### src/rtl/revo_phase_calibration_controller.sv
// Revo delay-tap calibration: sweeps taps, qualifies revo period per tap, centres on longest good window; tracks PLL lock.
// Latency: registered outputs, 1 cycle after the deciding edge; EVAL is a single cycle per tap.
// No backpressure: start is ignored while busy. Optional DONE-state slip monitor: REVO_CALIBRATION_CONTINUOUS_MONITOR_EN.
module revo_phase_calibration_controller #(
    parameter int TAP_WIDTH          = 5,
    parameter int NUM_TAPS           = 32,
    parameter int SETTLE_CYCLES      = 64,
    parameter int PULSES_PER_TAP     = 8,
    parameter int EXPECTED_PERIOD    = 1280,
    parameter int PERIOD_WIDTH       = 16,
    parameter int LOCK_STABLE_CYCLES = 256,
    parameter int MIN_GOOD_TAPS      = 3
) (
    input  logic                 clock,
    input  logic                 reset_n,
    input  logic                 start,
    input  logic                 pll_locked,
    input  logic                 revo_pulse,
    output logic [TAP_WIDTH-1:0] delay_tap,
    output logic                 clock_select,
    output logic                 busy,
    output logic                 calibrated,
    output logic                 error,
    output logic [TAP_WIDTH-1:0] best_start,
    output logic [TAP_WIDTH:0]   best_length,
`ifdef REVO_CALIBRATION_CONTINUOUS_MONITOR_EN
    output logic                 revo_slip,
`endif
    output logic [7:0]           lock_loss_count
);

    localparam int LW  = TAP_WIDTH + 1;
    localparam int LCW = $clog2(LOCK_STABLE_CYCLES + 1);
    localparam int SCW = $clog2(SETTLE_CYCLES + 1);
    localparam int PCW = $clog2(PULSES_PER_TAP + 1);

    localparam logic [PERIOD_WIDTH-1:0] EXP_P        = PERIOD_WIDTH'(EXPECTED_PERIOD);
    localparam logic [PERIOD_WIDTH-1:0] TIMEOUT_LAST = PERIOD_WIDTH'(2 * EXPECTED_PERIOD - 1);
    localparam logic [LCW-1:0]          LOCK_LAST    = LCW'(LOCK_STABLE_CYCLES - 1);
    localparam logic [SCW-1:0]          SETTLE_LAST  = SCW'(SETTLE_CYCLES - 1);
    localparam logic [PCW-1:0]          PULSE_LAST   = PCW'(PULSES_PER_TAP - 1);
    localparam logic [TAP_WIDTH-1:0]    LAST_TAP     = TAP_WIDTH'(NUM_TAPS - 1);
    localparam logic [LW-1:0]           MIN_LEN      = LW'(MIN_GOOD_TAPS);

    typedef enum logic [2:0] {
        IDLE, WAIT_LOCK, SETTLE, MEASURE, EVAL, DONE, FAIL
    } state_t;

    state_t                  state;
    logic [LCW-1:0]          lock_count;
    logic [SCW-1:0]          settle_count;
    logic [PCW-1:0]          pulse_count;
    logic [PERIOD_WIDTH-1:0] period_count;
    logic                    armed;
    logic                    tap_bad;
    logic [TAP_WIDTH-1:0]    run_start;
    logic [LW-1:0]           run_length;
`ifdef REVO_CALIBRATION_CONTINUOUS_MONITOR_EN
    logic [1:0]              slip_count;
    logic                    bad_period;
    logic                    good_period;
`endif

    logic                 tap_good;
    logic                 last_tap;
    logic                 close_run;
    logic                 lock_lost;
    logic [LW-1:0]        run_len_inc;
    logic [LW-1:0]        cand_len;
    logic [TAP_WIDTH-1:0] cand_start;
    logic [LW-1:0]        new_best_len;
    logic [TAP_WIDTH-1:0] new_best_start;
    logic [TAP_WIDTH-1:0] centre_tap;

    // Run/best bookkeeping for the tap being evaluated; the last tap always closes its run.
    always_comb begin
        tap_good       = !tap_bad;
        last_tap       = (delay_tap == LAST_TAP);
        close_run      = !tap_good || last_tap;
        run_len_inc    = run_length + 1'b1;
        cand_len       = tap_good ? run_len_inc : run_length;
        cand_start     = (tap_good && run_length == '0) ? delay_tap : run_start;
        new_best_len   = best_length;
        new_best_start = best_start;
        if (close_run && cand_len > best_length) begin
            new_best_len   = cand_len;
            new_best_start = cand_start;
        end
        centre_tap = new_best_start + TAP_WIDTH'((new_best_len - 1'b1) >> 1);
        lock_lost  = !pll_locked &&
                     (state == SETTLE || state == MEASURE || state == EVAL || state == DONE);
    end

`ifdef REVO_CALIBRATION_CONTINUOUS_MONITOR_EN
    always_comb begin
        good_period = revo_pulse && armed && (period_count == EXP_P);
        bad_period  = (revo_pulse && armed && (period_count != EXP_P)) ||
                      (!revo_pulse && (period_count == TIMEOUT_LAST));
    end
`endif

    always_ff @(posedge clock) begin
        if (!reset_n) begin
            state           <= IDLE;
            delay_tap       <= '0;
            clock_select    <= 1'b1;
            busy            <= 1'b0;
            calibrated      <= 1'b0;
            error           <= 1'b0;
            best_start      <= '0;
            best_length     <= '0;
            lock_loss_count <= '0;
            lock_count      <= '0;
            settle_count    <= '0;
            pulse_count     <= '0;
            period_count    <= '0;
            armed           <= 1'b0;
            tap_bad         <= 1'b0;
            run_start       <= '0;
            run_length      <= '0;
`ifdef REVO_CALIBRATION_CONTINUOUS_MONITOR_EN
            slip_count      <= '0;
            revo_slip       <= 1'b0;
`endif
        end else begin
            clock_select <= ~pll_locked;
`ifdef REVO_CALIBRATION_CONTINUOUS_MONITOR_EN
            revo_slip    <= 1'b0;
`endif
            if (lock_lost) begin
                if (lock_loss_count != 8'hFF)
                    lock_loss_count <= lock_loss_count + 8'd1;
                calibrated <= 1'b0;
                busy       <= 1'b1;
                lock_count <= '0;
                state      <= WAIT_LOCK;
            end else begin
                case (state)
                    IDLE: begin
                        if (start) begin
                            lock_count <= '0;
                            busy       <= 1'b1;
                            state      <= WAIT_LOCK;
                        end
                    end
                    WAIT_LOCK: begin
                        if (!pll_locked) begin
                            lock_count <= '0;
                        end else if (lock_count == LOCK_LAST) begin
                            lock_count   <= '0;
                            delay_tap    <= '0;
                            run_start    <= '0;
                            run_length   <= '0;
                            best_start   <= '0;
                            best_length  <= '0;
                            settle_count <= '0;
                            state        <= SETTLE;
                        end else begin
                            lock_count <= lock_count + 1'b1;
                        end
                    end
                    SETTLE: begin
                        if (settle_count == SETTLE_LAST) begin
                            settle_count <= '0;
                            period_count <= '0;
                            pulse_count  <= '0;
                            armed        <= 1'b0;
                            tap_bad      <= 1'b0;
                            state        <= MEASURE;
                        end else begin
                            settle_count <= settle_count + 1'b1;
                        end
                    end
                    MEASURE: begin
                        // The arming pulse only starts the period counter.
                        if (revo_pulse) begin
                            period_count <= PERIOD_WIDTH'(1);
                            if (!armed) begin
                                armed <= 1'b1;
                            end else begin
                                if (period_count != EXP_P)
                                    tap_bad <= 1'b1;
                                pulse_count <= pulse_count + 1'b1;
                                if (pulse_count == PULSE_LAST)
                                    state <= EVAL;
                            end
                        end else if (period_count == TIMEOUT_LAST) begin
                            tap_bad <= 1'b1;
                            state   <= EVAL;
                        end else begin
                            period_count <= period_count + 1'b1;
                        end
                    end
                    EVAL: begin
                        best_length <= new_best_len;
                        best_start  <= new_best_start;
                        run_length  <= close_run ? '0 : run_len_inc;
                        run_start   <= cand_start;
                        if (!last_tap) begin
                            delay_tap    <= delay_tap + 1'b1;
                            settle_count <= '0;
                            state        <= SETTLE;
                        end else if (new_best_len >= MIN_LEN) begin
                            delay_tap    <= centre_tap;
                            busy         <= 1'b0;
                            calibrated   <= 1'b1;
                            period_count <= '0;
                            armed        <= 1'b0;
`ifdef REVO_CALIBRATION_CONTINUOUS_MONITOR_EN
                            slip_count   <= '0;
`endif
                            state        <= DONE;
                        end else begin
                            delay_tap <= '0;
                            busy      <= 1'b0;
                            error     <= 1'b1;
                            state     <= FAIL;
                        end
                    end
                    DONE: begin
                        if (start) begin
                            calibrated <= 1'b0;
                            busy       <= 1'b1;
                            lock_count <= '0;
                            state      <= WAIT_LOCK;
                        end
`ifdef REVO_CALIBRATION_CONTINUOUS_MONITOR_EN
                        else begin
                            if (revo_pulse) begin
                                period_count <= PERIOD_WIDTH'(1);
                                armed        <= 1'b1;
                            end else if (period_count == TIMEOUT_LAST) begin
                                period_count <= '0;
                            end else begin
                                period_count <= period_count + 1'b1;
                            end
                            // Four bad periods in a row means the chosen tap has slipped.
                            if (bad_period && slip_count == 2'd3) begin
                                slip_count <= '0;
                                revo_slip  <= 1'b1;
                                calibrated <= 1'b0;
                                busy       <= 1'b1;
                                lock_count <= '0;
                                state      <= WAIT_LOCK;
                            end else if (bad_period) begin
                                slip_count <= slip_count + 1'b1;
                            end else if (good_period) begin
                                slip_count <= '0;
                            end
                        end
`endif
                    end
                    FAIL: begin
                        if (start) begin
                            error      <= 1'b0;
                            busy       <= 1'b1;
                            lock_count <= '0;
                            state      <= WAIT_LOCK;
                        end
                    end
                    default: state <= IDLE;
                endcase
            end
        end
    end

endmodule

### config.mk
export PLATFORM = sky130hd
export DESIGN_NAME = revo_phase_calibration_controller
export DESIGN_NICKNAME = d
export VERILOG_FILES = /design/src/rtl/revo_phase_calibration_controller.sv
export SDC_FILE = /design/constraint.sdc
export NUM_CORES = 1
export LEC_CHECK = 0
export BUFFER_PORTS_ARGS = -buffer_cell sky130_fd_sc_hd__buf_2
export CAP_MARGIN = 40
export CORE_ASPECT_RATIO = 0.5
export CORE_UTILIZATION = 36
export DETAILED_ROUTE_END_ITERATION = 10
export HOLD_SLACK_MARGIN = 0.15
export SLEW_MARGIN = 10
export SYNTH_ARGS = -nofsm -noshare
export SYNTH_HDL_FRONTEND = slang
export SYNTH_SLANG_ARGS = --single-unit
### constraint.sdc
create_clock -name clock -period 5.5 [get_ports clock]
set_input_delay 0.275 -clock clock [delete_from_list [all_inputs] [get_ports clock]]
set_output_delay 0.275 -clock clock [all_outputs]
set_load 0.01 [all_outputs]
==> results.json, run 1 <==
{
  "antenna_found_initial": 0,
  "fin_skew_ns": 0.006363,
  "rows": 29,
  "whs_ns": 0.2181,
  "r2r-end": "delay_tap[4]",
  "first_pass_iters": 4,
  "drc_errors": 0,
  "routed_wl_mm": 11.53,
  "drive_gt1_share_pct": 9.936,
  "r2r-start": "run_length[2]",
  "diodes": 0,
  "cp-end-kind": "register",
  "maxSlewHeadroom_pct": 45.00,
  "grtUsageTotal_pct": 17.44,
  "yosys_warnings": 0,
  "n_fill_cell": 1334,
  "p_comb_share_pct": 17.7,
  "tightest_slew_ns": 0.8237,
  "clk_path_buf_depth": 2,
  "numClockSinks": 80,
  "core_area_um2": 12810,
  "routed_via_density": 5.451,
  "leakage_nw": 2.013,
  "cp_max_fo": 23,
  "rsz0062_at_grt": "false",
  "dieArea_um2": 13790,
  "die_h_um": 83.55,
  "hold_viol": 0,
  "io_pins": 33,
  "hold_start": "pll_locked",
  "syn-num-nets": 627,
  "cp_data_arrival_time_ns": 4.44,
  "p_per_area_nw_per_um2": 265.8,
  "ff2ff_path_depth": 16,
  "status": "complete, no violations",
  "gp_congestion": 0.7917,
  "hpwl_mm": 8.083,
  "yosys.area.top_type": "dfxtp_1",
  "postCtsHoldBufs": 0,
  "p_int_mw": 0.9804,
  "via_count": 4328,
  "path_class": "register to register",
  "p_sw_share_pct": 30.68,
  "ys_seq_elements": 80,
  "drt-initial-drc-count": 239,
  "cap_violations": 0,
  "synthToLayoutAreaGrowth_pct": 11.11,
  "htreeDepth": 3,
  "yosys.area.top_type_share_pct": 33.45,
  "post-route-period-util_pct": 76.51,
  "syn_area_per_cell_um2": 7.967,
  "start_util_pct": 37.38,
  "final-setup-viol-count": 0,
  "clock-root-buffer": "clkbuf_16",
  "nNetsFinal": 646,
  "cts-resized-gates": 0,
  "cts_tree": "built",
  "wire_per_inst_um": 14.53,
  "synthCells": 601,
  "placed_area_um2": 5066,
  "drv_slew": 0,
  "postCtsSetupBuffers": 0,
  "period_needed_ns": 4.208,
  "seqPwrFrac_pct": 44.6,
  "r2r_slack_ns": 1.29,
  "ys_top_cells_by_area": "dfxtp_1, nor2_1, ha_1, a21oi_1, nand2_1",
  "layout_common_cells": "dfxtp_1, nor2_1, nand2_1",
  "synth_edf_count": 0,
  "whs_endpoint": "clock_select",
  "hold_depth": 2,
  "start_kind": "register",
  "ys_seq_area_share_pct": 33.45,
  "fmaxAchievable_mhz": 237.6,
  "postRouteAntennaNets": 0,
  "netlist_area_um2": 4788,
  "peakVddDrop_mv": 0.1598,
  "grt_pass1_vias": 4052,
  "synth.distinct_cells": 63,
  "final_cell_area_um2": 5320,
  "fin_setup_tns_ns": 0,
  "p_clk_share_pct": 37.6,
  "worstSkewPairLatency_ns": 0.34,
  "synth_top_flop_cell": "dfxtp_1",
  "mostFrequentLayoutCell": "dfxtp_1",
  "p_switching_mw": 0.4338,
  "crit_required_ns": 5.73,
  "async_flop_share_pct": 0,
  "clk_pin_slew_ns": 0.06,
  "hold_path_class": "input pin to register",
  "cts_inserted_buffers": 9,
  "grt_max_degree": 46,
  "grt_pass1_wl_mm": 19.46,
  "die_x_um": 165.1,
  "portBuffers": 32,
  "grt_remaining_overflow": 0
}
kinds of logic after synthesis:
group,count (synthesis),share of synthesized area [%]
AOI/OAI and AO/OA,154,20.88
DFF,80,33.45
buffers and inverters,46,4.050
muxes,14,2.979
xor gates and xnor gates,32,6.245
adders and majority gates,21,5.644
and+or+nand+nor,254,26.76
routing by layer:
metal	share of wire (%)	wire length (µm)	vias to the layer above	GRT usage [%]
li1	-	-	2229	-
met1	51	5833	2036	23.03
met2	46	5361	57	28.64
met3	2.4	280	6	3.477
met4	0.49	57	0	4.837
met5	0	0	-	0
worst max-delay path, stage by stage, from the launching register on:
cell	delay, ns
dfxtp_1	0.53
nand3_1	0.16
or4_4	0.48
xnor2_4	0.16
ha_1	0.33
nand4_1	0.13
o22a_1	0.20
o21ai_1	0.07
buf_4	0.25
o21ai_0	0.15
ha_1	0.25
fa_1	0.40
a21o_1	0.19
a21o_1	0.18
a21o_1	0.16
and4b_1	0.19
o31a_1	0.26
worst max path at each step:
stage / start / endpoint / slack [ns] / cells past startpoint
detailed placement: run_length[2] / delay_tap[4] / 1.34 / 16
floorplan: run_length[0] / delay_tap[4] / 1.23 / 17
CTS: run_length[2] / delay_tap[4] / 1.33 / 16
global placement: run_length[2] / delay_tap[4] / 1.45 / 16
finish: run_length[2] / delay_tap[4] / 1.29 / 16
global route: run_length[2] / delay_tap[4] / 1.06 / 16
final cells by class:
cell class	instances	area, µm²	share of cell area, %
inverter	17	63.81	1.199
sequential	80	1602	30.10
tap	170	212.7	3.998
clock inverter	5	25.02	0.4704
timing repair buffer	37	195.2	3.669
clock buffer	10	229.0	4.304
multi-input combinational	475	2993	56.26
power by group through the flow:
stage / combinational (mW) / sequential (mW) / clock, mW
2_1_floorplan: 0.217 / 0.619 / 0
3_3_place_gp: 0.247 / 0.644 / 0
3_5_place_dp: 0.250 / 0.644 / 0
4_1_cts: 0.251 / 0.631 / 0.550
5_1_grt: 0.279 / 0.635 / 0.568
6_report: 0.251 / 0.631 / 0.532
registers in the layout, indices dropped and copies added (netlist names), 4 cells and up:
register / flops
lock_count: 9
run_length: 6
delay_tap: 5
pulse_count: 4
period_count: 16
best_length: 6
run_start: 5
lock_loss_count: 8
best_start: 5
settle_count: 7
cell usage after synthesis, drive strengths merged, types with 6 or more instances:
cell,number
o21ai,36
dfxtp,80
mux2i,12
buf,7
nand2,51
nand2b,8
a22oi,18
xnor2,16
o31ai,9
nor2b,10
nor4,6
nand4,15
inv,17
or4,10
xor2,16
clkbuf,22
a21oi,43
ha,20
nor2,74
a21o,7
a31oi,9
and3,13
nand3,21
nor3,15
or3,6
and2,6
through the flow:
| step | power, mW | instances | setup WS (ns) | util (%) |
|---|---|---|---|---|
| finish | 1.414 | 794 | 1.292 | 41.54 |
| global route | 1.482 | 794 | 1.056 | 41.54 |
| CTS | 1.432 | 794 | 1.325 | 41.54 |
| detailed placement | 0.8931 | 779 | 1.344 | 39.55 |
| global placement | 0.8902 | 778 | 1.446 | 39.51 |
| floorplan | 0.8356 | 601 | 1.234 | - |
Note: power is estimated with default switching activity, not from simulation.
==> run 2, diff against run 1 <==
==> constraint.sdc (replaced) <==
create_clock -name clock -period 3.5 [get_ports clock]
set_input_delay 0.175 -clock clock [delete_from_list [all_inputs] [get_ports clock]]
set_output_delay 0.175 -clock clock [all_outputs]
set_load 0.01 [all_outputs]
==> results.json, run 2 (synthesis gave the netlist of run 1 again) <==
{
  "status": "complete, but fails checks",
  "violations": "negative setup slack",
  "multiInputGateArea_um2": 3094,
  "grt-busiest-layer": "met2",
  "leakage_nw": 2.318,
  "grt_max_degree": 46,
  "cp_data_arrival_time_ns": 3.86,
  "n_fill_cell": 1251,
  "gp_congestion": 0.8559,
  "numClockSinks": 80,
  "first_pass_iters": 5,
  "portBuffers": 32,
  "io_pins": 33,
  "core_area_um2": 12810,
  "drv_slew": 0,
  "diodes": 0,
  "post-route-period-util_pct": 103.7,
  "cts_inserted_buffers": 9,
  "clk_pin_slew_ns": 0.06,
  "wire_per_inst_um": 14.36,
  "rsz0062_at_grt": "true",
  "grt_util_met2_pct": 29.82,
  "startpoint": "run_length[0]",
  "largest_register_ffs": 16,
  "final_cells": 844,
  "cp-end-kind": "register",
  "cp_max_fo": 7,
  "r2r-end": "delay_tap[4]",
  "rows": 29,
  "hold_viol": 0,
  "fmaxAchievable_mhz": 275.5,
  "postRouteAntennaNets": 0,
  "path_class": "register to register",
  "final-setup-viol-count": 2,
  "period_needed_ns": 3.630,
  "routed_via_density": 5.454,
  "synthToLayoutAreaGrowth_pct": 23.41,
  "preCtsSetupSlack_ns": -0.2065,
  "grtUsageTotal_pct": 18.08,
  "drive_gt1_share_pct": 19.73,
  "hold_path_class": "input pin to register",
  "layout_common_cells": "dfxtp_1, nor2_1, nand2_1",
  "ff2ff_path_depth": 15,
  "dieArea_um2": 13790,
  "nNetsFinal": 695,
  "r2r_slack_ns": -0.13,
  "grt_pass1_vias": 4228,
  "r2r-start": "run_length[0]",
  "antenna_found_initial": 0,
  "hpwl_mm": 8.672,
  "routed_wl_mm": 12.12,
  "endpoint": "delay_tap[4]",
  "maxSlewHeadroom_pct": 44.86,
  "drt-initial-drc-count": 353,
  "start_util_pct": 37.38,
  "top_regs": "period_count: 16 flops, lock_count: 9 flops, lock_loss_count: 8 flops",
  "crit_required_ns": 3.73,
  "final_util_pct": 46.14,
  "whs_ns": 0.1739,
  "mostFrequentLayoutCell": "dfxtp_1",
  "worst_slack_ns": -0.1298,
  "use_met3_pct": 3.924,
  "tightest_slew_ns": 0.8259,
  "start_kind": "register",
  "placed_area_um2": 5441,
  "drc_errors": 0,
  "die_x_um": 165.1,
  "htreeDepth": 3,
  "peakVddDrop_mv": 0.2672,
  "grt_remaining_overflow": 0,
  "dp_cells": 821,
  "ff_latch_area_um2": 1607,
  "p_per_area_nw_per_um2": 431.3,
  "worstSkewPairLatency_ns": 0.35,
  "die_h_um": 83.55,
  "clk_path_buf_depth": 2,
  "met1_usage_pct": 23.74,
  "largest-register": "period_count",
  "final_cell_area_um2": 5909,
  "via_count": 4603,
  "fin_skew_ns": 0.01076,
  "grt_pass1_wl_mm": 20.09,
  "cap_violations": 0,
  "cts_tree": "built",
  "clock-root-buffer": "clkbuf_16"
}
-- run 2: cell count changes in the layout (fill, tap and decap cells not counted), sizes merged --
cell         before  now
buf              37   85
clkinv            5    0
bufinv            0    3
inv              17   19
clkinvlp          0    1
dlygate4sd3       0    1
-- run 2: power breakdown --
group | total, mW | internal (mW) | switching [mW]
Sequential | 0.963 | 0.933 | 0.0300
Combinational | 0.491 | 0.190 | 0.301
Clock | 1.09 | 0.702 | 0.392
-- run 2: critical path, stage by stage, from the launching register on --
cell and delay, ns:
dfxtp_2 0.33, inv_2 0.05, or4_4 0.54, xnor2_4 0.16
ha_4 0.29, nand4_1 0.13, o22a_1 0.24, o21ai_4 0.09
buf_6 0.16, mux2_4 0.32, xnor2_2 0.14, ha_1 0.30
a21o_1 0.19, a21o_1 0.16, and4b_1 0.18, o31a_1 0.22
-- run 2: per-layer routing --
metal | vias to the layer above | wire length (µm)
li1 | 2337 | -
met1 | 2176 | 5957
met2 | 76 | 5611
met3 | 14 | 409
met4 | 0 | 144
met5 | - | 0
-- run 2: worst min-delay path by stage --
stage / startpoint / end / cells past startpoint
finish: start / busy / 3
global route: start / busy / 3
CTS: start / busy / 3
detailed placement: settle_count[6] / settle_count[6] / 2
global placement: settle_count[6] / settle_count[6] / 2
floorplan: start / busy / 2
-- run 2: repair_timing --
action                                 4_1_cts  5_1_grt
hold buffers                                 1        0
gates resized for setup                      6        9
pin swaps                                    8        9
setup endpoints to repair                    3       20
endpoints found under the hold margin        1        0
setup buffers                                5        1
-- run 2: through the flow --
stage / setup TNS, ns / power (mW)
after CTS: -0.1353 / 2.571
after global routing: -1.084 / 2.676
after floorplan: -0.3383 / 1.320
final: -0.2024 / 2.549
after global placement: -0.1861 / 1.458
after detailed placement: -0.4343 / 1.459
-- run 2: final cells by class --
| type | count | share of cell area, % |
|---|---|---|
| repair buffers | 86 | 9.951 |
| clock inverters | 6 | 1.948 |
| inverters | 17 | 1.080 |
| clock buffers | 10 | 3.875 |
| flip-flops and latches | 80 | 27.19 |
| multi-input cells | 475 | 52.36 |
| well taps | 170 | 3.599 |
==> run 3, diff against run 2 <==
--- a/config.mk
+++ b/config.mk
@@ -10,7 +10,6 @@
 export CORE_ASPECT_RATIO = 0.5
 export CORE_UTILIZATION = 36
 export DETAILED_ROUTE_END_ITERATION = 10
-export HOLD_SLACK_MARGIN = 0.15
 export SLEW_MARGIN = 10
 export SYNTH_ARGS = -nofsm -noshare
 export SYNTH_HDL_FRONTEND = slang
==> constraint.sdc (replaced) <==
create_clock -name clock -period 3.17 [get_ports clock]
set_input_delay 0 -clock clock [delete_from_list [all_inputs] [get_ports clock]]
set_output_delay 0 -clock clock [all_outputs]
set_load 0.01 [all_outputs]
==> results.json, run 3 (synthesis gave the netlist of run 1 again) <==
{
  "start_kind": "register",
  "start_util_pct": 37.38,
  "cp_data_arrival_time_ns": 3.86,
  "drc_errors": 0,
  "highest_layer": "met4",
  "grtUsageTotal_pct": 19.65,
  "routed_wl_mm": 13.03,
  "drv_slew": 0,
  "cp_slowest_cell": "or4_4",
  "whs_ns": 0.02724,
  "maxSlewHeadroom_pct": 46.16,
  "cp_common_cell": "a21o_1",
  "postRouteAntennaNets": 0,
  "tightest_slew_ns": 0.8076,
  "final-setup-viol-count": 26,
  "antenna_found_initial": 0,
  "post-route-period-util_pct": 114.6,
  "violations": "negative setup slack",
  "hpwl_mm": 8.864,
  "met2WireLength_mm": 6.130,
  "synthToLayoutAreaGrowth_pct": 33.63,
  "final_util_pct": 49.96,
  "drt-initial-drc-count": 367,
  "crit_required_ns": 3.39,
  "io_pins": 33,
  "largest-register": "period_count",
  "portBuffers": 32,
  "routed_via_density": 5.510,
  "fin_skew_ns": 0.01012,
  "cp-end-kind": "register",
  "path_class": "register to register",
  "grt_max_degree": 38,
  "nNetsFinal": 723,
  "n_fill_cell": 1225,
  "top_regs": "period_count: 16 flops, lock_count: 9 flops, lock_loss_count: 8 flops",
  "hold_viol": 0,
  "cp_max_fo": 6,
  "p_per_area_nw_per_um2": 460.9,
  "wire_per_inst_um": 14.94,
  "diodes": 0,
  "via_count": 4805,
  "clk_pin_slew_ns": 0.06,
  "grt_pass1_wl_mm": 21.80,
  "die_h_um": 83.55,
  "status": "complete, but fails checks",
  "wirelength_met1_mm": 6.285,
  "worstSkewPairLatency_ns": 0.34,
  "routed-wl-met3_um": 467,
  "grt_remaining_overflow": 0,
  "numClockSinks": 80,
  "preCtsSetupSlack_ns": -0.5491,
  "max_stage_delay_ns": 0.54,
  "layout_common_cells": "dfxtp_1, nor2_1, buf_4",
  "leakage_nw": 2.544,
  "mostFrequentLayoutCell": "dfxtp_1",
  "die_x_um": 165.1,
  "core_area_um2": 12810,
  "clk_path_buf_depth": 2,
  "rsz0062_at_grt": "true",
  "peakVddDrop_mv": 0.2534,
  "dieArea_um2": 13790,
  "worst_slack_ns": -0.4643,
  "cap_violations": 0,
  "first_pass_iters": 5,
  "gp_congestion": 0.8296,
  "grt_pass1_vias": 4547,
  "cts_tree": "built",
  "clock-root-buffer": "clkbuf_16",
  "drive_gt1_share_pct": 26.78,
  "rows": 29,
  "fmaxAchievable_mhz": 275.2,
  "critical_path.cell_chain": "inv_2 > or4_4 > xnor2_4 > ha_4 > nand4_1 > o22a_1 > o21ai_4 > buf_12 > o21ai_2 > ha_2 > fa_2 > a21o_1 > a21o_1 > a21o_1 > and4b_1 > o31a_1",
  "htreeDepth": 3,
  "largest_register_ffs": 16,
  "period_needed_ns": 3.634,
  "hold_path_class": "input pin to register",
  "cts_inserted_buffers": 9
}
run 3: cell types whose count changed in the layout (fill, tap and decap cells not counted), moves of 4 or more:
cell / before / now
buf_4: 50 / 62
buf_6: 2 / 13
o21ai_2: 0 / 5
or4_1: 9 / 5
or4_4: 1 / 5
run 3: per-stage QoR:
stage / area, µm² / power [mW] / TNS (ns) / std cells
after floorplan: 4851 / 1.457 / -1.532 / 601
after global placement: 5552 / 1.622 / -4.466 / 834
after detailed placement: 5577 / 1.628 / -5.703 / 836
after CTS: 6269 / 2.956 / -5.935 / 868
after global routing: 6399 / 3.075 / -8.931 / 872
final: 6399 / 2.949 / -5.715 / 872
run 3: path summary, 6_finish.rpt:
| check | startpoint | end | slack (ns) | cells after the start |
|---|---|---|---|---|
| hold reg to reg | settle_count[6] | settle_count[6] | 0.45 | 2 |
| setup reg to reg | run_length[1] | delay_tap[4] | -0.46 | 16 |
| setup / recovery | run_length[1] | delay_tap[4] | -0.46 | 16 |
| hold / removal | reset_n | clock_select | 0.03 | 2 |
run 3: power by group:
| group | leakage [nW] | internal (mW) | switching (mW) |
|---|---|---|---|
| combinational | 1.73 | 0.281 | 0.392 |
| sequential | 0.648 | 1.03 | 0.0311 |
| clock | 0.170 | 0.792 | 0.423 |
run 3: layout make-up:
class	count	area [µm²]	area share, %
Multi-Input combinational cell	475	3283	51.31
Tap cell	170	212.7	3.324
Clock inverter	5	103.9	1.623
Timing Repair Buffer	114	884.6	13.82
Inverter	17	63.81	0.9973
Clock buffer	11	242.7	3.794
Sequential cell	80	1608	25.13
run 3: repair_timing:
action | in CTS | in global routing
setup endpoints to repair | 26 | 26
gates cloned | 2 | 0
hold buffers | 2 | 0
gates resized for setup | 39 | 25
endpoints found under the hold margin | 2 | 0
pin swaps | 30 | 23
setup buffers | 12 | 5
run 3: worst max-delay path, delay by kind of cell, from the launching register on:
kind | cells | cell delay [ns]
and+or+nand+nor | 3 | 0.83
buffers and inverters | 2 | 0.20
DFF | 1 | 0.34
AOI/OAI and AO/OA | 7 | 1.15
adders and majority gates | 3 | 0.83
xor gates and xnor gates | 1 | 0.16
run 3: per-layer routing:
layer | vias to the layer above | GRT usage [%]
met3 | 15 | 3.875
met4 | 0 | 5.838
met1 | 2280 | 26.13
met5 | - | 0
li1 | 2401 | -
met2 | 109 | 31.95
